## src/rtl/data_write_buffer.sv

```systemverilog
// Posted-store buffer between the core data port and the AXI bridge data port.
// Stores are acked after one cycle and drained in order. Loads that do not alias a buffered store bypass the queue.
module data_write_buffer #(
    parameter int DEPTH = 4,
    parameter int PTR_W = 2
) (
    input  logic        clk,
    input  logic        rst,
    input  logic        s_req,
    input  logic        s_wr,
    input  logic [1:0]  s_size,
    input  logic [31:0] s_addr,
    input  logic [31:0] s_wdata,
    input  logic        s_uncached,
    output logic [31:0] s_rdata,
    output logic        s_addr_ok,
    output logic        s_data_ok,
    output logic        m_req,
    output logic        m_wr,
    output logic [1:0]  m_size,
    output logic [31:0] m_addr,
    output logic [31:0] m_wdata,
    output logic        m_uncached,
    input  logic [31:0] m_rdata,
    input  logic        m_addr_ok,
    input  logic        m_data_ok,
    output logic        wb_empty
);

    typedef enum logic [1:0] {
        IDLE       = 2'd0,
        LOAD_WAIT  = 2'd1,
        STORE_WAIT = 2'd2
    } state_t;

    state_t             state_r;
    logic [31:0]        ent_addr_r  [DEPTH];
    logic [1:0]         ent_size_r  [DEPTH];
    logic [31:0]        ent_wdata_r [DEPTH];
    logic [DEPTH-1:0]   ent_unc_r;
    logic [DEPTH-1:0]   valid_r;
    logic [PTR_W-1:0]   head_r;
    logic [PTR_W-1:0]   tail_r;
    logic [PTR_W:0]     count_r;
    logic               store_ack_r;
    logic               drain_hold_r;

    logic               full_s;
    logic               empty_s;
    logic               hit_s;
    logic               load_ok_s;
    logic               push_s;
    logic               pop_s;
    logic               sel_load_s;
    logic               sel_store_s;

    assign full_s    = (count_r == (PTR_W+1)'(DEPTH));
    assign empty_s   = (count_r == '0);
    assign push_s    = s_req & s_wr & ~full_s & (state_r != LOAD_WAIT);
    assign pop_s     = (state_r == STORE_WAIT) & m_data_ok;
    assign load_ok_s = s_req & ~s_wr & ~hit_s & (~s_uncached | empty_s) & ~store_ack_r;
    // A drain request that has been raised but not yet accepted keeps the port until m_addr_ok.
    assign sel_load_s  = (state_r == IDLE) & ~drain_hold_r & load_ok_s;
    assign sel_store_s = (state_r == IDLE) & ~sel_load_s & ~empty_s;

    assign s_addr_ok = push_s | (sel_load_s & m_addr_ok);
    assign wb_empty  = empty_s & (state_r != STORE_WAIT);

    // Word-granular alias check against every buffered store, including the one being drained.
    always_comb begin
        hit_s = 1'b0;
        for (int i = 0; i < DEPTH; i++) begin
            if (valid_r[i] && (ent_addr_r[i][31:2] == s_addr[31:2])) begin
                hit_s = 1'b1;
            end else begin
                hit_s = hit_s;
            end
        end
    end

    // Downstream request mux and core response path.
    always_comb begin
        m_req      = 1'b0;
        m_wr       = 1'b0;
        m_size     = 2'd0;
        m_addr     = 32'h0;
        m_wdata    = 32'h0;
        m_uncached = 1'b0;
        s_data_ok  = store_ack_r;
        s_rdata    = 32'h0;
        if (sel_load_s) begin
            m_req      = 1'b1;
            m_wr       = 1'b0;
            m_size     = s_size;
            m_addr     = s_addr;
            m_uncached = s_uncached;
        end else if (sel_store_s) begin
            m_req      = 1'b1;
            m_wr       = 1'b1;
            m_size     = ent_size_r[head_r];
            m_addr     = ent_addr_r[head_r];
            m_wdata    = ent_wdata_r[head_r];
            m_uncached = ent_unc_r[head_r];
        end else begin
            m_req      = 1'b0;
        end
        if (state_r == LOAD_WAIT) begin
            s_data_ok = m_data_ok;
            s_rdata   = m_rdata;
        end else begin
            s_rdata   = 32'h0;
        end
    end

    // Entry payload storage; only the valid bits need a reset.
    always_ff @(posedge clk) begin
        if (push_s) begin
            ent_addr_r[tail_r]  <= s_addr;
            ent_size_r[tail_r]  <= s_size;
            ent_wdata_r[tail_r] <= s_wdata;
        end
    end

    // Queue pointers, occupancy, store ack and the transaction state machine.
    always_ff @(posedge clk) begin
        if (rst) begin
            state_r      <= IDLE;
            valid_r      <= '0;
            ent_unc_r    <= '0;
            head_r       <= '0;
            tail_r       <= '0;
            count_r      <= '0;
            store_ack_r  <= 1'b0;
            drain_hold_r <= 1'b0;
        end else begin
            store_ack_r  <= push_s;
            drain_hold_r <= sel_store_s & ~m_addr_ok;
            if (push_s) begin
                valid_r[tail_r]   <= 1'b1;
                ent_unc_r[tail_r] <= s_uncached;
                tail_r            <= tail_r + PTR_W'(1);
            end
            if (pop_s) begin
                valid_r[head_r] <= 1'b0;
                head_r          <= head_r + PTR_W'(1);
            end
            case ({push_s, pop_s})
                2'b10:   count_r <= count_r + (PTR_W+1)'(1);
                2'b01:   count_r <= count_r - (PTR_W+1)'(1);
                default: count_r <= count_r;
            endcase
            case (state_r)
                IDLE: begin
                    if (sel_load_s && m_addr_ok) begin
                        state_r <= LOAD_WAIT;
                    end else if (sel_store_s && m_addr_ok) begin
                        state_r <= STORE_WAIT;
                    end
                end
                LOAD_WAIT: begin
                    if (m_data_ok) begin
                        state_r <= IDLE;
                    end
                end
                STORE_WAIT: begin
                    if (m_data_ok) begin
                        state_r <= IDLE;
                    end
                end
                default: state_r <= IDLE;
            endcase
        end
    end

endmodule

```

## config.mk

```make
export PLATFORM = sky130hd
export DESIGN_NAME = data_write_buffer
export DESIGN_NICKNAME = d
export VERILOG_FILES = /design/src/rtl/data_write_buffer.sv
export SDC_FILE = /design/constraint.sdc
export NUM_CORES = 1
export LEC_CHECK = 0
export CAP_MARGIN = 10
export CORE_MARGIN = 4
export CORE_UTILIZATION = 40
export CTS_BUF_LIST = sky130_fd_sc_hd__clkbuf_16
export CTS_CLUSTER_DIAMETER = 60
export DETAILED_ROUTE_END_ITERATION = 8
export GPL_TIMING_DRIVEN = 0
export SLEW_MARGIN = 20
export SYNTH_ARGS = -nofsm -noshare
export SYNTH_HDL_FRONTEND = slang
export SYNTH_SLANG_ARGS = --single-unit
```

## constraint.sdc

```tcl
create_clock -name clk -period 3.3 [get_ports clk]
set_clock_uncertainty 0.1 [all_clocks]
set_input_delay 0.66 -clock clk [delete_from_list [all_inputs] [get_ports clk]]
set_output_delay 0.66 -clock clk [all_outputs]
set_load 0.02 [all_outputs]
```

==> flow_summary.json <==
{
  "status": "finished with violations",
  "coreArea_sq_um": 32500,
  "path_delay_family": "buffers and inverters",
  "grt_pass1_wl_um": 51400,
  "final_nets": 1222,
  "path_cells": "clkdlybuf4s15_1 > buf_6 > xnor2_4 > nand4_1 > nor4_4 > a221oi_2 > nand3_4 > buf_12 > buf_12 > mux2i_4 > buf_6",
  "pin_count": 209,
  "synth.avg_cell_area_sq_um": 15.7,
  "die-area_sq_um": 35800,
  "drt-vias-per-instance": 5.03,
  "grt_usage": 0.192,
  "h-tree-depth": 2,
  "insertion_delay_ps": 500,
  "critPathLaunchType": "input pin",
  "violations": "setup timing",
  "rsz0062_at_grt": "yes",
  "yosys_warnings": 0,
  "wire_per_inst_um": 22.2,
  "synth_cell_types": 36,
  "finalSetupViolations": 70,
  "cts_hold_buf": 0,
  "grt_pass1_vias": 8361,
  "worst_hold_path_type": "in2reg",
  "numCtsBuffers": 34,
  "path_class": "in2out",
  "std_cell_rows": 66,
  "worst-path-buf-inv": 5,
  "path_clk_slew_ps": 60,
  "crit_path_end_kind": "primary output",
  "drive_gt1_frac": 0.365,
  "p_per_area_nw_per_um2": 517,
  "critPathMaxStageDelay_ps": 400,
  "worstPathRequired_ps": 2540,
  "antenna_found_initial": 4,
  "clock-root-buffer": "clkbuf_16",
  "multi_input_area_sq_um": 5400,
  "arrival_ps": 2870,
  "grt_overflow_total": 0,
  "register_area_sq_um": 8350,
  "cp_slowest_cell": "nor4_4",
  "numPortBuffers": 208,
  "drtPass1Iterations": 4,
  "start_util": 0.404,
  "drt_iter0_markers": 533,
  "relSlewSlack": 0.409,
  "ctsLongestPathBuffers": 3,
  "power_leakage_nw": 6.55,
  "postPlaceCellArea_sq_um": 15900,
  "die_x_um": 189,
  "grt_max_degree": 43,
  "synth_async_sr_flop_share": 0,
  "ys_seq_elements": 285,
  "ir_drop_mv": 0.413,
  "cap_violations": 0,
  "synthCells": 837,
  "hold_violations": 0,
  "gp_congestion": 0.833,
  "dp_hpwl_um": 23500,
  "drcViolationCount": 0,
  "fmax_mhz": 275,
  "fin_ws_ps": -335,
  "critPathMaxFanout": 6,
  "power.total_mw": 9.56,
  "pre_cts_ws_ps": -1650,
  "die_y_um": 189,
  "fillers": 2603,
  "clock_sinks": 285,
  "synth_edf_count": 264,
  "cts_tree": "yes",
  "fin_util": 0.570,
  "vias": 7915,
  "worst_pin_slew_ps": 887,
  "syn_to_final_growth_pct": 41.0,
  "ys_seq_area_frac": 0.636,
  "timing.hold.ws_ps": 305,
  "period_needed_ps": 3630,
  "routed_wl_um": 34900,
  "final_max_slew_viol_count": 0,
  "min_period_over_period": 1.10,
  "final_antenna_net_count": 0,
  "synthesis.nets": 955,
  "synth_ff_type": "edfxtp_1",
  "postLayoutCellArea_sq_um": 18500,
  "syn-cell-area_sq_um": 13100
}
synthesized netlist by cell type (2+ instances only):
master	instances	share of area
clkbuf_1	23	0.0066
mux2i_1	41	0.031
nand2_1	40	0.011
and2_1	39	0.019
and3_1	32	0.015
buf_6	4	0.0034
inv_1	46	0.013
nand4_1	29	0.014
o21ai_0	3	0.0011
mux4_2	67	0.11
a211oi_1	4	0.0023
xnor2_1	122	0.081
nor2_1	20	0.0057
nand3_1	4	0.0015
ha_1	12	0.011
dfxtp_1	21	0.032
nor4_1	8	0.0038
clkbuf_2	3	0.0011
a21oi_1	4	0.0015
xor2_1	2	0.0013
edfxtp_1	264	0.60
buf_2	35	0.013
what timing repair did:
item / CTS / global route
pin swaps: 28 / 25
setup endpoints to repair: 70 / 74
setup buffers: 8 / 6
gates cloned: 4 / 2
gates resized for setup: 641 / 90
sequential cells by signal, summed over array words and instances, names as in the netlist, named ones only:
register,count
count_r,3
drain_hold_r,1
ent_addr_r,128
ent_size_r,8
ent_unc_r,4
ent_wdata_r,128
head_r,2
state_r,2
store_ack_r,1
tail_r,2
valid_r,4
cell type report:
cell class              instances  area share
clock buffers                  35      0.0474
plain buffers                  63      0.0289
well taps                     442      0.0299
clock inverters                25      0.0108
inverters                      46     0.00934
repair buffers                233       0.130
flip-flops and latches        285       0.451
diodes                          2    0.000271
multi-input cells             441       0.292
where the power goes:
group          internal [mW]  switching (mW)  leakage [nW]
clock network           2.16            1.42         0.564
registers               4.05          0.0459          2.57
logic                  0.933           0.947          3.42
per-layer routing:
layer  part of all wire  wire length [um]  up-vias  track usage
li1                   -                 -     3662            -
met1               0.40             14100     3973        0.249
met2               0.50             17300      222        0.317
met3              0.075              2620       54       0.0568
met4              0.024               828        4       0.0524
met5            0.00077                27        -            0
logic make-up after synthesis:
family,share of synthesized area
AOI/OAI and AO/OA,0.00791
adders and majority gates,0.0130
xor gates and xnor gates,0.0828
and+or+nand+nor,0.0754
DFF,0.636
buffers and inverters,0.0377
muxes,0.147
stage by stage:
step,setup TNS (ps),instances
final,-18660,1572
after global routing,-25710,1571
after CTS,-21070,1562
after detailed placement,-132940,1492
after global placement,-375960,1487
after floorplan,0,837
layout by cell type, fill, tap and decap left out, drive strengths merged, types with 2 or more instances in the layout:
master | netlist | layout
edfxtp | 264 | 264
buf | 39 | 134
xnor2 | 122 | 122
clkdlybuf4s50 | 0 | 108
clkbuf | 26 | 80
mux4 | 67 | 67
inv | 46 | 58
mux2i | 41 | 41
nand2 | 40 | 40
and2 | 40 | 40
and3 | 32 | 32
nand4 | 29 | 29
dfxtp | 21 | 21
nor2 | 20 | 20
ha | 12 | 12
clkinv | 0 | 9
nor4 | 8 | 8
dlygate4sd2 | 0 | 5
nand3 | 5 | 5
a211oi | 4 | 4
a21oi | 4 | 4
clkdlybuf4s15 | 0 | 4
o21ai | 3 | 3
bufinv | 0 | 3
diode | 0 | 2
xor2 | 2 | 2
or3 | 2 | 2
final timing paths:
check / from / endpoint / slack, ps / cells past startpoint
worst max register to register: state_r[1] / ent_unc_r[0] / 460 / 7
worst min register to register: ent_unc_r[2] / ent_unc_r[2] / 390 / 2
worst min-delay path: s_addr[5] / ent_addr_r[1][5] / 310 / 1
worst max-delay path: s_addr[27] / m_addr[13] / -330 / 11
(Power assumes the default switching activity.)
